## config.mk

```make
export PLATFORM = sky130hd
export DESIGN_NAME = seq_detect_ctrl
export DESIGN_NICKNAME = d
export VERILOG_FILES = /design/src/rtl/seq_detect_ctrl.sv
export SDC_FILE = /design/constraint.sdc
export NUM_CORES = 1
export LEC_CHECK = 0
export CORE_ASPECT_RATIO = 0.6
export CORE_UTILIZATION = 40
export CTS_CLUSTER_SIZE = 25
export DETAILED_ROUTE_END_ITERATION = 8
export PLACE_DENSITY = 0.58
export SLEW_MARGIN = 20
export SYNTH_ARGS = -nofsm -noshare
export SYNTH_HDL_FRONTEND = slang
export SYNTH_SLANG_ARGS = --single-unit
export TNS_END_PERCENT = 5
```

## constraint.sdc

```tcl
create_clock -name clk -period 8.9 [get_ports clk]
set_input_delay 1.335 -clock clk [delete_from_list [all_inputs] [get_ports clk]]
set_output_delay 1.335 -clock clk [all_outputs]
set_load 0.05 [all_outputs]
```

## src/rtl/seq_detect_ctrl.sv

```systemverilog
// seq_detect_ctrl: run-time programmable serial pattern detector.
// A pattern, length, match target and no-match timeout are loaded over a
// valid/ready handshake; start arms the engine, which then scans the
// qualified bit stream, pulses match per occurrence and stops on target or
// timeout.
// Optional build macro: SEQ_DETECT_OVERLAP_EN adds the cfg_overlap input so
// overlapping occurrences can be counted.
//
// state  | meaning
// -------+---------------------------------------------------------------
// IDLE   | not armed; config may be loaded; start arms once configured
// ARMED  | scanning din, counting matches and timeout cycles
// DONE   | target reached or timed out; outputs held; start re-arms
module seq_detect_ctrl #(
    parameter  int PAT_W = 8,
    parameter  int CNT_W = 8,
    parameter  int TMO_W = 16,
    localparam int LEN_W = $clog2(PAT_W + 1)
) (
    input  logic             clk,
    input  logic             rst,
    input  logic             cfg_valid,
    output logic             cfg_ready,
    input  logic [PAT_W-1:0] cfg_pattern,
    input  logic [LEN_W-1:0] cfg_len,
    input  logic [CNT_W-1:0] cfg_target,
    input  logic [TMO_W-1:0] cfg_timeout,
`ifdef SEQ_DETECT_OVERLAP_EN
    input  logic             cfg_overlap,
`endif
    input  logic             start,
    input  logic             abort,
    input  logic             din,
    input  logic             din_valid,
    output logic             match,
    output logic [CNT_W-1:0] match_count,
    output logic             busy,
    output logic             done,
    output logic             timeout
);

    typedef enum logic [1:0] {
        S_IDLE  = 2'd0,
        S_ARMED = 2'd1,
        S_DONE  = 2'd2
    } state_t;

    localparam logic [LEN_W-1:0] LEN_MAX = LEN_W'(PAT_W);

    state_t state, state_next;

    logic [PAT_W-1:0] pat_r;
    logic [LEN_W-1:0] len_r;
    logic [CNT_W-1:0] tgt_r;
    logic [TMO_W-1:0] tmo_r;
    logic             ovl_r;

    logic [PAT_W-1:0] hist, hist_shift, mask;
    logic [LEN_W-1:0] fill, fill_inc, len_in;
    logic [TMO_W-1:0] tmo_cnt, tmo_inc;
    logic             cfg_acc, hit, tgt_hit, tmo_hit, arm;

    assign cfg_ready = (state == S_IDLE) || (state == S_DONE);
    assign busy      = (state == S_ARMED);
    assign cfg_acc   = cfg_valid && cfg_ready;

    // Length 0 means "unconfigured" internally, so 0 and oversize both map to PAT_W.
    assign len_in = ((cfg_len == '0) || (cfg_len > LEN_MAX)) ? LEN_MAX : cfg_len;

    assign hist_shift = {hist[PAT_W-2:0], din};
    assign fill_inc   = (fill >= LEN_MAX) ? LEN_MAX : fill + LEN_W'(1);
    assign tmo_inc    = tmo_cnt + TMO_W'(1);

    // Compare mask selecting the low len_r history/pattern bits.
    always_comb begin
        mask = '0;
        for (int i = 0; i < PAT_W; i++) begin
            mask[i] = (i < int'(len_r));
        end
    end

    // Abort suppresses a match completing on the same edge.
    assign hit = (state == S_ARMED) && din_valid && !abort &&
                 (fill_inc >= len_r) &&
                 (((hist_shift ^ pat_r) & mask) == '0);
    assign tgt_hit = hit && ((match_count + CNT_W'(1)) >= tgt_r);
    // A match on the same edge restarts the window, so it wins over timeout.
    assign tmo_hit = (state == S_ARMED) && !abort && !hit &&
                     (tmo_r != '0) && (tmo_inc == tmo_r);

    // State register.
    always_ff @(posedge clk) begin
        if (rst) state <= S_IDLE;
        else     state <= state_next;
    end

    // Next-state decode; arm flags the edge that (re)starts a scan.
    always_comb begin
        state_next = state;
        arm        = 1'b0;
        case (state)
            S_IDLE: begin
                if (!abort && start && (len_r != '0)) begin
                    state_next = S_ARMED;
                    arm        = 1'b1;
                end
            end
            S_ARMED: begin
                if (abort)        state_next = S_IDLE;
                else if (tgt_hit) state_next = S_DONE;
                else if (tmo_hit) state_next = S_DONE;
            end
            S_DONE: begin
                if (abort) state_next = S_IDLE;
                else if (start) begin
                    state_next = S_ARMED;
                    arm        = 1'b1;
                end
            end
            default: state_next = S_IDLE;
        endcase
    end

    // Configuration registers, loaded on every accepted handshake.
    always_ff @(posedge clk) begin
        if (rst) begin
            pat_r <= '0;
            len_r <= '0;
            tgt_r <= '0;
            tmo_r <= '0;
            ovl_r <= 1'b0;
        end else if (cfg_acc) begin
            pat_r <= cfg_pattern;
            len_r <= len_in;
            tgt_r <= (cfg_target == '0) ? CNT_W'(1) : cfg_target;
            tmo_r <= cfg_timeout;
`ifdef SEQ_DETECT_OVERLAP_EN
            ovl_r <= cfg_overlap;
`else
            ovl_r <= 1'b0;
`endif
        end
    end

    // Scan datapath: history, fill count, timeout counter, match bookkeeping.
    always_ff @(posedge clk) begin
        if (rst) begin
            hist        <= '0;
            fill        <= '0;
            tmo_cnt     <= '0;
            match_count <= '0;
            match       <= 1'b0;
            done        <= 1'b0;
            timeout     <= 1'b0;
        end else begin
            match <= hit;
            if (arm) begin
                hist        <= '0;
                fill        <= '0;
                tmo_cnt     <= '0;
                match_count <= '0;
                done        <= 1'b0;
                timeout     <= 1'b0;
            end else if ((state == S_ARMED) && !abort) begin
                tmo_cnt <= hit ? '0 : tmo_inc;
                if (din_valid) begin
                    hist <= hist_shift;
                    fill <= (hit && !ovl_r) ? '0 : fill_inc;
                end
                if (hit)     match_count <= match_count + CNT_W'(1);
                if (tgt_hit) done        <= 1'b1;
                if (tmo_hit) timeout     <= 1'b1;
            end
            if ((state != S_IDLE) && abort) begin
                done    <= 1'b0;
                timeout <= 1'b0;
            end
            if ((state == S_DONE) && cfg_acc) begin
                done    <= 1'b0;
                timeout <= 1'b0;
            end
        end
    end

endmodule

```

==> impl_metrics.csv, run 1 <==
group,metric,value,unit
global_route,track_usage,21.4,%
power,power,0.828,mW
timing,tightest_slew,0.575,ns
route,wl_per_cell,15.2,um
synth,synth_top_flop_cell,"dfxtp_1",
floorplan,ios,56,
place,routabilityCongestion,0.941,
place,dp.cells,706,
setup_path,crit_required,9.16,ns
clocking,htreeDepth,3,
setup_path,worstSetupStartpointType,"primary input",
synth,synth-compound-area-share,16.9,%
floorplan,core,10100,um2
synth,syn_area,4220,um2
route,ant_nets,0,
timing,holdWs,0.457,ns
timing,fin_crit,4.00,ns
clocking,clkSinkCount,76,
global_route,grt_pass1_wl,18300,um
layout,final_common_cell,"nand2_1",
layout,area_growth,22.5,%
clocking,cts_hold_buf,0,
synth,synth_nets,597,
timing,rsz0062_at_grt,"false",
clocking,clockRootBuffer,"clkbuf_16",
global_route,grt_pass1_vias,3553,
synth,yosys_warnings,0,
power,leakagePower,1.89,nW
synth,synthMuxAreaShare,0.475,%
floorplan,fp-row-count,28,
synth,synthSimpleGateAreaFrac,27.6,%
synth,synth-seq-cells,76,
min_path,hp-class,"reg2reg",
route,num_vias,3827,
clocking,cts_inserted_buffers,9,
layout,final.fill_count,957,
floorplan,fp.dieArea,11000,um2
timing,fmax,0.250,GHz
synth,synthTopCellsByArea,"dfxtp_1, nand2_1, a21oi_1",
synth,synth_top_family_by_area,"simple AND/OR/NAND/NOR gates",
setup_path,worstSetupEndpointType,"register",
synth,synth_fa_ha_area_share,4.99,%
timing,finalSetupViolCount,0,
place,hpwl,7970,um
global_route,antenna_found_initial,0,
timing,fin_crit_sh,44.9,%
synth,synth_top_area_cell,"dfxtp_1",
clocking,cts_buffer_depth,2,
timing,drv_slew,0,
synth,async_flop_share,0,%
setup_path,path_class,"in2reg",
layout,final_cell_mix,"nand2_1, dfxtp_1, a21oi_1",
outcome,status,"finished, final reports clean",
layout,stdcell_count,722,
job,max_cap_violations,0,
synth,synth_xor_area_share,8.93,%
global_route,gr-total-overflow,0,
route,drc,0,
clocking,clock_latency,0.34,ns
synth,avgSynthCellArea,7.84,um2
place,portBuffers,55,
power,power.density,160,nW/um2
floorplan,die_w,135,um
synth,synth_cell_types,65,
route,drtPass1Iterations,7,
route,drt-total-wl,11000,um
setup_path,path_max_fanout,31,
layout,diodes,0,
layout,design_area,5160,um2
floorplan,initial_core_util,41.9,%
clocking,postCtsResizedCells,0,
timing,slew_headroom,61.3,%
setup_path,worst_ep_arrival_time,4.25,ns
synth,syn_inst,538,
timing,fin_skew,0.00450,ns
synth,netlist.area_leader.share,36.1,%
layout,drive_gt1_share,7.16,%
route,drtIter0Drc,241,
clocking,post-cts-setup-buffer-count,0,
clocking,clk_pin_slew,0.06,ns
synth,ys_seq_area_share,36.1,%
place,dpl_cell_area,4850,um2
global_route,grt_max_degree,42,
power,ir_drop,0.105,mV
clocking,cts_tree,"yes",
timing,hold_viol,0,
min_path,hold_depth,2,
timing,setup_tns,0,ns
route,drt-vias-per-instance,5.30,
setup_path,reg2regPathDepth,8,
synth,synth_edf_count,0,
floorplan,die_y,81.5,um
layout,nNetsFinal,641,
-- worst paths after layout --
kind / start / endpoint / slack [ns]
worst max-delay path: abort / timeout$_SDFFE_PP0P_ / 4.90
worst min-delay path: tgt_r[7]$_SDFFE_PP0P_ / tgt_r[7]$_SDFFE_PP0P_ / 0.46
worst max register to register: tmo_cnt[0]$_SDFFE_PP0P_ / timeout$_SDFFE_PP0P_ / 5.66
worst min register to register: tgt_r[7]$_SDFFE_PP0P_ / tgt_r[7]$_SDFFE_PP0P_ / 0.46
-- flip-flops by register name, summed over array words and instances, names as in the netlist --
register / flops
tmo_cnt: 16
tmo_r: 16
match_count: 8
pat_r: 8
tgt_r: 8
hist: 7
fill: 4
len_r: 4
state: 2
done: 1
match: 1
timeout: 1
-- kinds of logic after synthesis --
group,count (synthesis)
compound gates,122
xor+xnor,43
fa+ha+maj,17
buf+inv,49
flops,76
mux,2
simple gates,229
-- critical path, stage by stage --
cell and delay, ns:
clkdlybuf4s50_1 0.57, nor3b_1 0.07, buf_4 0.19, nand2_1 0.36
a221oi_1 0.10, o2111a_1 0.16, buf_4 0.23, or2b_2 0.46
or4_4 0.59, a21oi_1 0.18
-- Yosys cell counts (3+ instances only) --
library cell,n
nand3_1,7
o21ai_0,20
nor4_1,10
and3_1,9
ha_1,16
xor2_1,16
buf_1,3
nor2_1,34
or3_1,10
nand3b_1,5
xnor2_1,27
o2111ai_1,3
a211oi_1,4
a21oi_1,70
o22ai_1,5
nor3_1,9
dfxtp_1,76
inv_1,21
buf_2,3
nand2b_1,7
and3_2,3
clkbuf_1,19
nor2b_1,4
nand2_1,106
-- stage by stage --
step	worst slack (ns)	util, %
after floorplan	5.70	-
after global placement	4.62	48.3
after detailed placement	4.57	48.3
after CTS	4.91	51.3
after global routing	4.75	51.3
final	4.90	51.3
-- metal layers --
metal	part of all wire, %	global-route usage, %
met1	53	31.4
met4	0.88	5.51
met5	0	0
met2	38	30.8
met3	8.2	5.37
-- cell type report --
type	count	area, um2	area share, %
Sequential cell	76	1520	29.5
Clock inverter	6	71.3	1.38
Timing Repair Buffer	61	596	11.5
Multi-Input combinational cell	413	2490	48.2
Tap cell	135	169	3.27
Clock buffer	10	239	4.63
Inverter	21	78.8	1.53
-- report_power, final --
part	leakage (nW)	internal (mW)	total, mW	switching (mW)
sequential	0.619	0.351	0.363	0.0127
clock	0.146	0.227	0.378	0.150
combinational	1.12	0.0421	0.0874	0.0452
total	1.89	0.620	0.828	0.208
Note: power is estimated with default switching activity, not from simulation.
==> inputs of run 2 (changes only) <==
PLACE_DENSITY = 0.6   (was 0.58)
clock period = 3.5 ns   (was 8.9 ns; I/O delays follow)
==> impl_metrics.csv, run 2 (synthesis gave the netlist of run 1 again) <==
group,metric,value,unit
layout,reg.largest.list,"tmo_cnt x16, tmo_r x16",
clocking,htreeDepth,3,
timing,slew_headroom,53.4,%
layout,drive_gt1_share,7.31,%
floorplan,fp-row-count,28,
clocking,clockRootBuffer,"clkbuf_16",
floorplan,core,10100,um2
setup_path,worstSetupEndpointType,"register",
floorplan,fp.dieArea,11000,um2
timing,fmax,0.322,GHz
setup_path,cp_cell_sequence,"ha_1 > nand3_1 > or4_2 > xor2_1 > nor2_1 > or4b_1 > or4_4 > a211oi_2",
place,portBuffers,55,
route,drt-vias-per-instance,5.31,
power,power,2.15,mW
layout,final_common_cell,"nand2_1",
setup_path,max_stage_delay,0.65,ns
clocking,cts_buffer_depth,2,
setup_path,critPathTopFamily,"simple AND/OR/NAND/NOR gates",
global_route,gr-total-overflow,0,
setup_path,slowest_stage,"or4_2",
clocking,postCtsResizedCells,0,
power,power.density,415,nW/um2
timing,drv_slew,0,
layout,design_area,5180,um2
clocking,clkSinkCount,76,
timing,fin_crit_sh,88.6,%
timing,finalSetupViolCount,0,
floorplan,ios,56,
clocking,cts_tree,"yes",
global_route,antenna_found_initial,0,
job,max_cap_violations,0,
floorplan,die_w,135,um
route,drtIter0Drc,327,
setup_path,crit_required,3.76,ns
place,dpl_cell_area,4860,um2
global_route,grt_pass1_wl,18500,um
timing,hold_viol,0,
clocking,clk_pin_slew,0.06,ns
place,routabilityCongestion,0.937,
timing,rsz0062_at_grt,"false",
route,drtPass1Iterations,4,
global_route,grt_max_degree,41,
floorplan,die_y,81.5,um
place,hpwl,8380,um
clocking,post-cts-setup-buffer-count,0,
outcome,status,"finished, final reports clean",
power,leakagePower,1.90,nW
timing,setup_tns,0,ns
setup_path,path_class,"reg2reg",
timing,fin_crit,3.10,ns
setup_path,worstSetupStartpointType,"register",
setup_path,crit_buf_inv,0,
layout,nNetsFinal,642,
global_route,track_usage,22.2,%
power,ir_drop,0.253,mV
route,num_vias,3842,
place,dp.cells,707,
clocking,cts_hold_buf,0,
layout,area_growth,22.8,%
global_route,grt_pass1_vias,3432,
timing,fin_skew,0.00785,ns
layout,diodes,0,
layout,stdcell_count,723,
route,wl_per_cell,15.7,um
floorplan,initial_core_util,41.9,%
clocking,clock_latency,0.34,ns
route,ant_nets,0,
clocking,cts_inserted_buffers,9,
timing,holdWs,0.456,ns
min_path,hp-class,"reg2reg",
setup_path,worst_ep_arrival_time,3.37,ns
route,drt-total-wl,11400,um
timing,tightest_slew,0.692,ns
layout,final_cell_mix,"nand2_1, dfxtp_1, a21oi_1",
route,drc,0,
setup_path,r2r_setup_slack,0.40,ns
setup_path,path_max_fanout,8,
[run 2: metrics by stage]
stage                     util [%]  setup WS [ns]
final                         51.5          0.399
after floorplan                  -          0.693
after global placement        48.3          0.504
after global routing          51.5          0.250
after detailed placement      48.3          0.418
after CTS                     51.5          0.414
[run 2: path summary, 6_finish.rpt]
kind                                              start                    end  depth (start not counted)
worst min-delay path              tgt_r[5]$_SDFFE_PP0P_  tgt_r[5]$_SDFFE_PP0P_                          2
worst max register to register  tmo_cnt[0]$_SDFFE_PP0P_  state[1]$_SDFFE_PP0P_                          8
worst max-delay path            tmo_cnt[0]$_SDFFE_PP0P_  state[1]$_SDFFE_PP0P_                          8
worst min register to register    tgt_r[5]$_SDFFE_PP0P_  tgt_r[5]$_SDFFE_PP0P_                          2
[run 2: worst reg2reg max path, stage by stage, from the launching register on]
cell and delay (ns):
dfxtp_1 0.49, ha_1 0.30, nand3_1 0.23, or4_2 0.65
xor2_1 0.20, nor2_1 0.05, or4b_1 0.49, or4_4 0.44
a211oi_2 0.18
[run 2: cell type report]
class                      instances  area [um2]
tap                              135         169
clock inverter                     7        91.3
fill                             958        4880
inverter                          21        78.8
sequential                        76        1520
timing repair buffer              62         603
clock buffer                       9         225
multi-input combinational        413        2490
[run 2: layer usage]
metal  global-route usage (%)  part of all wire (%)  vias to the layer above
met4                     5.17                  0.35                        0
li1                         -                     -                     1956
met2                     29.4                    37                      121
met3                     6.79                    10                        4
met5                        0                     0                        -
met1                     33.7                    53                     1761
[run 2: power breakdown]
group,internal [mW],switching (mW)
combinational,0.107,0.116
clock,0.621,0.378
sequential,0.892,0.0322
==> inputs of run 3 (changes only) <==
GPL_TIMING_DRIVEN = 1   (was unset)
==> results of run 3 <==
Same layout as run 2: the final DEF is identical, and so are final timing and power.
